## config.mk

```make
export PLATFORM = sky130hd
export DESIGN_NAME = alu_share_arbiter_flat
export DESIGN_NICKNAME = d
export VERILOG_FILES = /design/src/rtl/alu_share_arbiter_if.sv /design/src/rtl/alu_share_arbiter.sv /design/src/flat_wrapper.sv
export SDC_FILE = /design/constraint.sdc
export NUM_CORES = 1
export LEC_CHECK = 0
export ABC_AREA = 1
export ABC_CLOCK_PERIOD_IN_PS = 1310
export CORE_MARGIN = 2
export CORE_UTILIZATION = 36
export CTS_CLUSTER_DIAMETER = 80
export CTS_CLUSTER_SIZE = 20
export DETAILED_ROUTE_END_ITERATION = 7
export PLACE_DENSITY = 0.77
export SYNTH_ARGS = -nofsm -noshare
export SYNTH_HDL_FRONTEND = slang
export SYNTH_SLANG_ARGS = --single-unit
```

## constraint.sdc

```tcl
create_clock -name clk -period 1.31 [get_ports clk]
set_input_delay 0.393 -clock clk [delete_from_list [all_inputs] [get_ports clk]]
set_output_delay 0.393 -clock clk [all_outputs]
set_load 0.05 [all_outputs]
```

## src/rtl/alu_share_arbiter_if.sv

```systemverilog
// Request, ALU and response bundle for alu_share_arbiter.
// slave is the arbiter's view; master is the requesters/ALU/consumer side.
interface alu_share_arbiter_if #(
   parameter int WIDTH = 32,
   parameter int CNT_W = 16
);
   logic             req0_valid;
   logic             req0_ready;
   logic [WIDTH-1:0] req0_a;
   logic [WIDTH-1:0] req0_b;
   logic [2:0]       req0_f;
   logic             req1_valid;
   logic             req1_ready;
   logic [WIDTH-1:0] req1_a;
   logic [WIDTH-1:0] req1_b;
   logic [2:0]       req1_f;
   logic [WIDTH-1:0] alu_a;
   logic [WIDTH-1:0] alu_b;
   logic [2:0]       alu_f;
   logic [WIDTH-1:0] alu_result;
   logic             alu_zero;
   logic             alu_overflow;
   logic             alu_carry;
   logic             alu_negative;
   logic             rsp_valid;
   logic             rsp_ready;
   logic             rsp_id;
   logic [WIDTH-1:0] rsp_result;
   logic             rsp_zero;
   logic             rsp_overflow;
   logic             rsp_carry;
   logic             rsp_negative;
   logic             rsp_err;
   logic             busy;
   logic [CNT_W-1:0] op_count;

   modport slave (
      input  req0_valid, req0_a, req0_b, req0_f,
      input  req1_valid, req1_a, req1_b, req1_f,
      input  alu_result, alu_zero, alu_overflow, alu_carry, alu_negative,
      input  rsp_ready,
      output req0_ready, req1_ready,
      output alu_a, alu_b, alu_f,
      output rsp_valid, rsp_id, rsp_result, rsp_zero, rsp_overflow,
      output rsp_carry, rsp_negative, rsp_err, busy, op_count
   );

   modport master (
      output req0_valid, req0_a, req0_b, req0_f,
      output req1_valid, req1_a, req1_b, req1_f,
      output alu_result, alu_zero, alu_overflow, alu_carry, alu_negative,
      output rsp_ready,
      input  req0_ready, req1_ready,
      input  alu_a, alu_b, alu_f,
      input  rsp_valid, rsp_id, rsp_result, rsp_zero, rsp_overflow,
      input  rsp_carry, rsp_negative, rsp_err, busy, op_count
   );
endinterface

```

## src/rtl/alu_share_arbiter.sv

```systemverilog
// Round-robin sequencer sharing one combinational ALU between two requesters;
// one op in flight, IDLE -> EXEC -> RESP, tagged response with error suppression.
module alu_share_arbiter #(
   parameter int         WIDTH   = 32,
   parameter logic [7:0] LEGAL_F = 8'b0010_1111,
   parameter int         CNT_W   = 16
) (
   input logic                clk,
   input logic                reset_n,
   alu_share_arbiter_if.slave bus
);

   typedef enum logic [1:0] {IDLE, EXEC, RESP} state_t;

   state_t           state;
   logic             last_grant;
   logic             id_p1;
   logic             err_p1;
   logic             grant0;
   logic             grant1;
   logic [WIDTH-1:0] sel_a;
   logic [WIDTH-1:0] sel_b;
   logic [2:0]       sel_f;

   function automatic logic illegal_f(input logic [2:0] f);
      return ~LEGAL_F[f];
   endfunction

   // A lone requester always wins; on contention the one not served last wins.
   always_comb begin
      grant0 = bus.req0_valid & (~bus.req1_valid | last_grant);
      grant1 = bus.req1_valid & (~bus.req0_valid | ~last_grant);
      sel_a  = grant1 ? bus.req1_a : bus.req0_a;
      sel_b  = grant1 ? bus.req1_b : bus.req0_b;
      sel_f  = grant1 ? bus.req1_f : bus.req0_f;
   end

   assign bus.req0_ready = (state == IDLE) & grant0;
   assign bus.req1_ready = (state == IDLE) & grant1;
   assign bus.busy       = (state != IDLE);

   always_ff @(posedge clk or negedge reset_n) begin
      if (!reset_n) begin
         state            <= IDLE;
         last_grant       <= 1'b1;
         id_p1            <= 1'b0;
         err_p1           <= 1'b0;
         bus.alu_a        <= '0;
         bus.alu_b        <= '0;
         bus.alu_f        <= '0;
         bus.rsp_valid    <= 1'b0;
         bus.rsp_id       <= 1'b0;
         bus.rsp_result   <= '0;
         bus.rsp_zero     <= 1'b0;
         bus.rsp_overflow <= 1'b0;
         bus.rsp_carry    <= 1'b0;
         bus.rsp_negative <= 1'b0;
         bus.rsp_err      <= 1'b0;
         bus.op_count     <= '0;
      end else begin
         case (state)
            // Accept: operands go to the ALU unmodified, even for illegal f.
            IDLE: begin
               if (grant0 | grant1) begin
                  bus.alu_a  <= sel_a;
                  bus.alu_b  <= sel_b;
                  bus.alu_f  <= sel_f;
                  id_p1      <= grant1;
                  err_p1     <= illegal_f(sel_f);
                  last_grant <= grant1;
                  state      <= EXEC;
               end
            end
            // ALU has settled for one cycle; capture or suppress its outputs.
            EXEC: begin
               bus.rsp_valid <= 1'b1;
               bus.rsp_id    <= id_p1;
               bus.rsp_err   <= err_p1;
               if (err_p1) begin
                  bus.rsp_result   <= '0;
                  bus.rsp_zero     <= 1'b0;
                  bus.rsp_overflow <= 1'b0;
                  bus.rsp_carry    <= 1'b0;
                  bus.rsp_negative <= 1'b0;
               end else begin
                  bus.rsp_result   <= bus.alu_result;
                  bus.rsp_zero     <= bus.alu_zero;
                  bus.rsp_overflow <= bus.alu_overflow;
                  bus.rsp_carry    <= bus.alu_carry;
                  bus.rsp_negative <= bus.alu_negative;
               end
               state <= RESP;
            end
            // Response data stays put after the handshake; only valid drops.
            RESP: begin
               if (bus.rsp_ready) begin
                  bus.rsp_valid <= 1'b0;
                  bus.op_count  <= bus.op_count + CNT_W'(1);
                  state         <= IDLE;
               end
            end
            default: state <= IDLE;
         endcase
      end
   end

endmodule
```

## src/flat_wrapper.sv

```systemverilog
// flat-port wrapper written by rule: the top's interface ports become plain ports
module alu_share_arbiter_flat 
#(
   parameter int         WIDTH   = 32,
   parameter logic [7:0] LEGAL_F = 8'b0010_1111,
   parameter int         CNT_W   = 16
)
  (clk, reset_n, bus_req0_valid, bus_req0_a, bus_req0_b, bus_req0_f, bus_req1_valid, bus_req1_a, bus_req1_b, bus_req1_f, bus_alu_result, bus_alu_zero, bus_alu_overflow, bus_alu_carry, bus_alu_negative, bus_rsp_ready, bus_req0_ready, bus_req1_ready, bus_alu_a, bus_alu_b, bus_alu_f, bus_rsp_valid, bus_rsp_id, bus_rsp_result, bus_rsp_zero, bus_rsp_overflow, bus_rsp_carry, bus_rsp_negative, bus_rsp_err, bus_busy, bus_op_count);
  alu_share_arbiter_if #(.WIDTH(WIDTH), .CNT_W(CNT_W)) bus_i ();
  input logic clk;
  input logic reset_n;
  input wire logic [$bits(bus_i.req0_valid)-1:0] bus_req0_valid;
  input wire logic [$bits(bus_i.req0_a)-1:0] bus_req0_a;
  input wire logic [$bits(bus_i.req0_b)-1:0] bus_req0_b;
  input wire logic [$bits(bus_i.req0_f)-1:0] bus_req0_f;
  input wire logic [$bits(bus_i.req1_valid)-1:0] bus_req1_valid;
  input wire logic [$bits(bus_i.req1_a)-1:0] bus_req1_a;
  input wire logic [$bits(bus_i.req1_b)-1:0] bus_req1_b;
  input wire logic [$bits(bus_i.req1_f)-1:0] bus_req1_f;
  input wire logic [$bits(bus_i.alu_result)-1:0] bus_alu_result;
  input wire logic [$bits(bus_i.alu_zero)-1:0] bus_alu_zero;
  input wire logic [$bits(bus_i.alu_overflow)-1:0] bus_alu_overflow;
  input wire logic [$bits(bus_i.alu_carry)-1:0] bus_alu_carry;
  input wire logic [$bits(bus_i.alu_negative)-1:0] bus_alu_negative;
  input wire logic [$bits(bus_i.rsp_ready)-1:0] bus_rsp_ready;
  output wire logic [$bits(bus_i.req0_ready)-1:0] bus_req0_ready;
  output wire logic [$bits(bus_i.req1_ready)-1:0] bus_req1_ready;
  output wire logic [$bits(bus_i.alu_a)-1:0] bus_alu_a;
  output wire logic [$bits(bus_i.alu_b)-1:0] bus_alu_b;
  output wire logic [$bits(bus_i.alu_f)-1:0] bus_alu_f;
  output wire logic [$bits(bus_i.rsp_valid)-1:0] bus_rsp_valid;
  output wire logic [$bits(bus_i.rsp_id)-1:0] bus_rsp_id;
  output wire logic [$bits(bus_i.rsp_result)-1:0] bus_rsp_result;
  output wire logic [$bits(bus_i.rsp_zero)-1:0] bus_rsp_zero;
  output wire logic [$bits(bus_i.rsp_overflow)-1:0] bus_rsp_overflow;
  output wire logic [$bits(bus_i.rsp_carry)-1:0] bus_rsp_carry;
  output wire logic [$bits(bus_i.rsp_negative)-1:0] bus_rsp_negative;
  output wire logic [$bits(bus_i.rsp_err)-1:0] bus_rsp_err;
  output wire logic [$bits(bus_i.busy)-1:0] bus_busy;
  output wire logic [$bits(bus_i.op_count)-1:0] bus_op_count;
  assign bus_i.req0_valid = bus_req0_valid;
  assign bus_i.req0_a = bus_req0_a;
  assign bus_i.req0_b = bus_req0_b;
  assign bus_i.req0_f = bus_req0_f;
  assign bus_i.req1_valid = bus_req1_valid;
  assign bus_i.req1_a = bus_req1_a;
  assign bus_i.req1_b = bus_req1_b;
  assign bus_i.req1_f = bus_req1_f;
  assign bus_i.alu_result = bus_alu_result;
  assign bus_i.alu_zero = bus_alu_zero;
  assign bus_i.alu_overflow = bus_alu_overflow;
  assign bus_i.alu_carry = bus_alu_carry;
  assign bus_i.alu_negative = bus_alu_negative;
  assign bus_i.rsp_ready = bus_rsp_ready;
  assign bus_req0_ready = bus_i.req0_ready;
  assign bus_req1_ready = bus_i.req1_ready;
  assign bus_alu_a = bus_i.alu_a;
  assign bus_alu_b = bus_i.alu_b;
  assign bus_alu_f = bus_i.alu_f;
  assign bus_rsp_valid = bus_i.rsp_valid;
  assign bus_rsp_id = bus_i.rsp_id;
  assign bus_rsp_result = bus_i.rsp_result;
  assign bus_rsp_zero = bus_i.rsp_zero;
  assign bus_rsp_overflow = bus_i.rsp_overflow;
  assign bus_rsp_carry = bus_i.rsp_carry;
  assign bus_rsp_negative = bus_i.rsp_negative;
  assign bus_rsp_err = bus_i.rsp_err;
  assign bus_busy = bus_i.busy;
  assign bus_op_count = bus_i.op_count;
  alu_share_arbiter #(.WIDTH(WIDTH), .LEGAL_F(LEGAL_F), .CNT_W(CNT_W)) u_core (.clk(clk), .reset_n(reset_n), .bus(bus_i));
endmodule
```

==> reports/metrics.cfg, run 1 <==
[status]
status = finished with violations
violations = setup timing

[cts]
clockBufferDepth = 2
insertion_delay_ns = 0.42
cts.clk_slew.worst_paths_ns = 0.06
cts_root_buffer = clkbuf_16
cts_tree = yes
cts_made_buffers = 17
htreeDepth = 4
clock_sinks = 127

[final_layout]
multiInputGateArea_um2 = 2400
area_growth_syn_to_layout_pct = 118
final-seq-area_um2 = 3200
fin_area_um2 = 12400
fillers = 905
nNetsFinal = 1170
n_antenna_cell = 0
drive_gt1_share_pct = 35.2

[synthesis]
synthArstFlopShare_pct = 100
synth_area_leaders = dfrtp_1 (55%), nand3_1 (12%), o21a_1 (8.4%)
syn_inst = 580
yosys.area.top_type_share_pct = 55.3
syn_area_per_cell_um2 = 9.83
synth_nets = 756
ys_warn_count = 0
yosysTopAreaCell = dfrtp_1
synth_edf_count = 0
synth_most_common_cell = nand3_1
netlist-cell-type-count = 26
synthFlopType = dfrtp_1
synthesis.area_um2 = 5700
ys_seq_elements = 127
yosysSeqAreaShare_pct = 55.7
synth_common_cells = nand3_1 (135), dfrtp_1 (126), nand2_1 (110)

[grt]
grt_max_degree = 39
grt_pass1_vias = 6061
busiest_layer = met2
grtUsageTotal_pct = 25.4
grt_pass1_wl_um = 32400
use_met1_pct = 27.3
grt_overflow = 0
use_met2_pct = 45.9
grtUsageMet3_pct = 7.59
antenna_found_initial = 0

[worst_setup_path]
critPathArrivalTime_ns = 1.42
critPathRequiredTime_ns = 0.92
cp-end-kind = primary output
crit_path_start_kind = flop
critPathLaunch = u_core.state[1]$_DFFE_PN0P_
cp_max_fo = 3
r2r-start = u_core.state[1]$_DFFE_PN0P_
reg2reg_depth = 8
r2r-end = u_core.bus.alu_b[25]$_DFFE_PN0P_
critPathKind = flop to primary output
cp-endpoint = bus_req0_ready
r2r_slack_ns = -0.31

[placement]
dp_hpwl_um = 13900
pre_cts_ws_ns = -0.547
io_buffer_count = 299
gp_congestion = 0.828
post_dp_cell_area_um2 = 10400

[sta]
worst_pin_slew_ns = 0.388
post-route-period-util_pct = 138
rsz0062_at_grt = yes
clock_skew_ns = 0.00877
slew_headroom_pct = 73.9
final_max_slew_viol_count = 0
max_freq_ghz = 0.553
finalSetupViolations = 244
fin_crit_ns = 1.81
setup_ws_ns = -0.498
hold_viol = 0

[drt]
ant_nets = 0
via_per_inst = 5.11
drc = 0
wl_per_cell_um = 19.4
drt_iter0_drc = 348
firstDrtPassIters = 5
drt_wl_total_um = 23700
dr_total_vias = 6240

[pwr]
switching_share_pct = 41.4
power_switching_uw = 14400
vdd_ir_drop_max_v = 0.00128
powerDensity_nw_per_um2 = 2810
combPwrFrac_pct = 64.5
p_leak_uw = 0.00553
intPower_uw = 20400
power_frac_seq_pct = 21.8
clkPwrFrac_pct = 13.7

[die]
ios = 300
core_um2 = 15700
die_area_um2 = 16900
placementRows = 46
dieWidth_um = 130
initial_core_util_pct = 36.4
die_y_um = 130

[worst_hold_path]
hold_class = primary input to async pin

[run]
cap_violations = 0

## power groups by stage
stage | registers (µW) | clock network (µW) | logic, µW
floorplan | 12300 | 0 | 4030
finish | 7580 | 4790 | 22500
global placement | 7550 | 0 | 18300
detailed placement | 7620 | 0 | 18500
CTS | 7500 | 4820 | 21100
global route | 7750 | 5020 | 23300
## routing by layer
metal  wire [µm]  share of wire (%)  vias to the layer above
li1            -                  -                     2848
met1        8440                 36                     3044
met2       12600                 53                      290
met3        1780                7.5                       58
met4         873                3.7                        0
met5           0                  0                        -
## what timing repair did
| item | CTS | global route |
|---|---|---|
| setup endpoints to repair | 233 | 250 |
| hold buffers | 1 | 0 |
| setup buffers | 41 | 47 |
| cloned | 14 | 6 |
| pin swaps | 3 | 13 |
| resized for setup | 29 | 59 |
| hold endpoints to repair | 21 | 0 |
## cell usage in the layout, fill, tap and decap left out, types with 6 or more instances in the layout
cell type / synthesis / final
clkdlybuf4s50_1: 0 / 171
o21a_1: 64 / 64
buf_12: 0 / 140
inv_1: 12 / 11
buf_4: 4 / 85
nand3_1: 135 / 128
a22o_1: 36 / 36
buf_16: 0 / 7
xor2_1: 6 / 6
dfrtp_2: 0 / 15
clkbuf_16: 0 / 23
nor2_4: 2 / 7
dfrtp_1: 126 / 111
nand2_2: 0 / 7
nand2_1: 110 / 100
buf_6: 7 / 20
nor2_1: 18 / 10
## stage by stage
step	total power [µW]	TNS, ns	std cells	utilization (%)	hold slack (ns)
6_report	34800	-31.53	1222	79.3	0.417
2_1_floorplan	16300	-1.09	580	-	0.0974
3_5_place_dp	26200	-43.36	1088	66.7	0.274
5_1_grt	36100	-40.97	1222	79.3	0.444
3_3_place_gp	25900	-39.98	1088	66.7	0.275
4_1_cts	33400	-29.49	1175	75.5	0.415
## sequential cells by signal, summed over array words and instances, names as in the netlist, 2 cells and up
register and count:
u_core.bus.alu_a 32, u_core.bus.alu_b 32, u_core.bus.rsp_result 32, u_core.bus.op_count 16, u_core.bus.alu_f 3, u_core.state 2
## cell families (layout without fill, tap and decap cells)
family | Yosys count | in the layout | synth area share [%]
AO/OA/AOI/OAI | 110 | 110 | 15.0
XOR/XNOR | 12 | 12 | 1.84
adder cells (fa/ha/maj) | 1 | 1 | 0.219
buffers and inverters | 59 | 485 | 5.70
flip-flops | 127 | 127 | 55.7
AND/OR/NAND/NOR | 271 | 271 | 21.5
## layout make-up
cell class,instances,area share [%]
sequential,127,25.8
tap,216,2.18
timing repair buffer,437,47.3
clock buffer,20,3.60
clock inverter,11,1.13
timing repair inverter,1,0.0504
inverter,16,0.605
multi-input combinational,394,19.4
## worst max-delay path, stage by stage (launching register included)
cell and delay [ns]:
dfrtp_1 0.41, nor2_4 0.20, nand2_2 0.10, a21oi_4 0.14, buf_12 0.15
## how the worst min path moves through the flow
stage	start	end	slack [ns]	cells after the start
floorplan	reset_n	u_core.bus.alu_a[0]$_DFFE_PN0P_	0.1	0
global placement	reset_n	u_core.bus.op_count[10]$_DFFE_PN0P_	0.27	1
detailed placement	reset_n	u_core.bus.op_count[11]$_DFFE_PN0P_	0.27	1
CTS	reset_n	u_core.bus.op_count[13]$_DFFE_PN0P_	0.41	2
global route	reset_n	u_core.bus.op_count[9]$_DFFE_PN0P_	0.44	2
finish	reset_n	u_core.bus.op_count[15]$_DFFE_PN0P_	0.42	2
(Power assumes the default switching activity.)
==> inputs of run 2 (changes only) <==
--- a/config.mk
+++ b/config.mk
@@ -13,6 +13,7 @@
 export CTS_CLUSTER_SIZE = 20
 export DETAILED_ROUTE_END_ITERATION = 7
 export PLACE_DENSITY = 0.77
+export SETUP_SLACK_MARGIN = 0.15
 export SYNTH_ARGS = -nofsm -noshare
 export SYNTH_HDL_FRONTEND = slang
 export SYNTH_SLANG_ARGS = --single-unit
==> constraint.sdc (replaced) <==
create_clock -name clk -period 1.31 [get_ports clk]
set_input_delay 0.393 -clock clk [delete_from_list [all_inputs] [get_ports clk]]
set_output_delay 0.393 -clock clk [all_outputs]
set_load 0.02 [all_outputs]
==> run 2 against run 1 <==
The run still ends with setup timing left. Core utilization decreased by 4.2 points. Design area decreased by 5.3%. Combinational power decreased by 29%. Worst hold slack improved by 0.016 ns. Non-clock buffer count increased by 46. Die area unchanged. Largest cell class unchanged. Critical endpoint is now u_core.bus.rsp_result[18]$_DFFE_PN0P_. Flip-flop and latch count unchanged. Sequential power decreased by 7.0%. Register-to-register slack got worse by 0.20 ns.
==> reports/metrics.cfg, run 2 (synthesis results as in run 1) <==
[sta]
slew_headroom_pct = 60.2
final_max_slew_viol_count = 0
hold_viol = 0
worst_pin_slew_ns = 0.595
fin_crit_ns = 1.82
finalSetupViolations = 252
setup_ws_ns = -0.505
rsz0062_at_grt = yes
max_freq_ghz = 0.551
clock_skew_ns = 0.0105
fin_setup_tns_ns = -38.62
post-route-period-util_pct = 139
timing.hold.ws_ns = 0.433

[worst_setup_path]
r2r-start = u_core.state[1]$_DFFE_PN0P_
cp-end-kind = flop
path_buf_inv = 7
critPathArrivalTime_ns = 2.15
reg2reg_depth = 10
path_common_cell = buf_6
r2r-end = u_core.bus.rsp_result[18]$_DFFE_PN0P_
max_stage_delay_ns = 0.42
path_cells = buf_4 > buf_6 > buf_6 > buf_6 > nor2_4 > inv_2 > nor2_4 > buf_6 > bufbuf_16 > a22o_1
crit_path_start_kind = flop
cpMaxStageDelayCell = dfrtp_2
critPathRequiredTime_ns = 1.64
critPathKind = flop to flop
crit_family = buffers and inverters
cp_max_fo = 6
r2r_slack_ns = -0.51

[die]
die_y_um = 130
core_um2 = 15700
dieWidth_um = 130
initial_core_util_pct = 36.4
placementRows = 46
die_area_um2 = 16900
ios = 300

[final_layout]
final_cell_mix = clkdlybuf4s50_1 (171), buf_6 (149), nand3_1 (129), buf_4 (126), dfrtp_1 (121)
drive_gt1_share_pct = 37.4
n_antenna_cell = 0
final_common_cell = clkdlybuf4s50_1
largestRegisters = u_core.bus.alu_a (32), u_core.bus.alu_b (32), u_core.bus.rsp_result (32)
nNetsFinal = 1215
fin_area_um2 = 11800
utilization_pct = 75.1
area_growth_syn_to_layout_pct = 106

[run]
cap_violations = 0

[drt]
firstDrtPassIters = 4
drt_iter0_drc = 311
drt_wl_total_um = 24500
dr_total_vias = 6406
wl_per_cell_um = 19.4
via_per_inst = 5.05
ant_nets = 0
drc = 0

[worst_hold_path]
hold_class = primary input to async pin

[status]
violations = setup timing
status = finished with violations

[grt]
grt_pass1_vias = 6298
grt_overflow = 0
grtUsageTotal_pct = 26.1
grt_pass1_wl_um = 33400
antenna_found_initial = 0
grt_max_degree = 66

[placement]
pre_cts_ws_ns = -0.971
post_dp_cell_area_um2 = 9360
io_buffer_count = 299
gp_congestion = 0.767
dp_hpwl_um = 13300

[pwr]
vdd_ir_drop_max_v = 0.00111
powerDensity_nw_per_um2 = 2400
p_leak_uw = 0.00544

[cts]
cts_made_buffers = 17
cts_tree = yes
clock_sinks = 127
cts_root_buffer = clkbuf_16
cts.clk_slew.worst_paths_ns = 0.06
insertion_delay_ns = 0.41
clockBufferDepth = 2
htreeDepth = 4

-- run 2: what timing repair did --
| action | CTS | global route |
|---|---|---|
| endpoints found under the setup margin | 251 | 252 |
| hold endpoints to repair | 12 | 0 |
| pin swaps | 19 | 32 |
| gates cloned | 14 | 4 |
| gates resized for setup | 791 | 45 |
| hold buffers | 1 | 0 |
| buffers inserted | 55 | 45 |
-- run 2: power by group --
part           leakage, µW  switching (µW)  total (µW)  internal, µW
Clock             0.000313            1820        5170          3350
Combinational      0.00362            7060       16000          8960
Sequential         0.00151            1370        7050          5680
-- run 2: worst max path at each step --
stage | startpoint | endpoint | slack, ns | cells after the start
after floorplan | bus_req1_valid | bus_req0_ready | -0.02 | 4
final | u_core.state[1]$_DFFE_PN0P_ | u_core.bus.rsp_result[18]$_DFFE_PN0P_ | -0.51 | 10
after CTS | u_core.state[1]$_DFFE_PN0P_ | bus_req0_ready | -0.50 | 5
after detailed placement | bus_req0_valid | bus_req1_ready | -0.97 | 5
after global placement | bus_req0_valid | bus_req1_ready | -0.97 | 5
after global routing | u_core.state[1]$_DFFE_PN0P_ | u_core.bus.rsp_result[13]$_DFFE_PN0P_ | -0.53 | 10
-- run 2: layout make-up --
| cell class | count | area (µm²) |
|---|---|---|
| clock buffers | 20 | 467 |
| clock inverters | 12 | 180 |
| fillers | 1031 | 3900 |
| inverters | 16 | 70.1 |
| multi-input cells | 394 | 2420 |
| flip-flops and latches | 127 | 3190 |
| well taps | 216 | 270 |
| repair buffers | 483 | 5160 |
-- run 2: metrics by stage --
stage	total power, µW	std cells
after floorplan	12700	580
after global placement	18000	1117
after detailed placement	18200	1117
after CTS	26400	1219
after global routing	29500	1268
final	28200	1268
-- run 2: metal layers --
metal	track usage, %	up-vias	part of all wire [%]
li1	-	2938	-
met1	28.7	3108	36
met2	46.4	289	53
met3	8.12	71	7.0
met4	11.5	0	4.3
met5	0	-	0
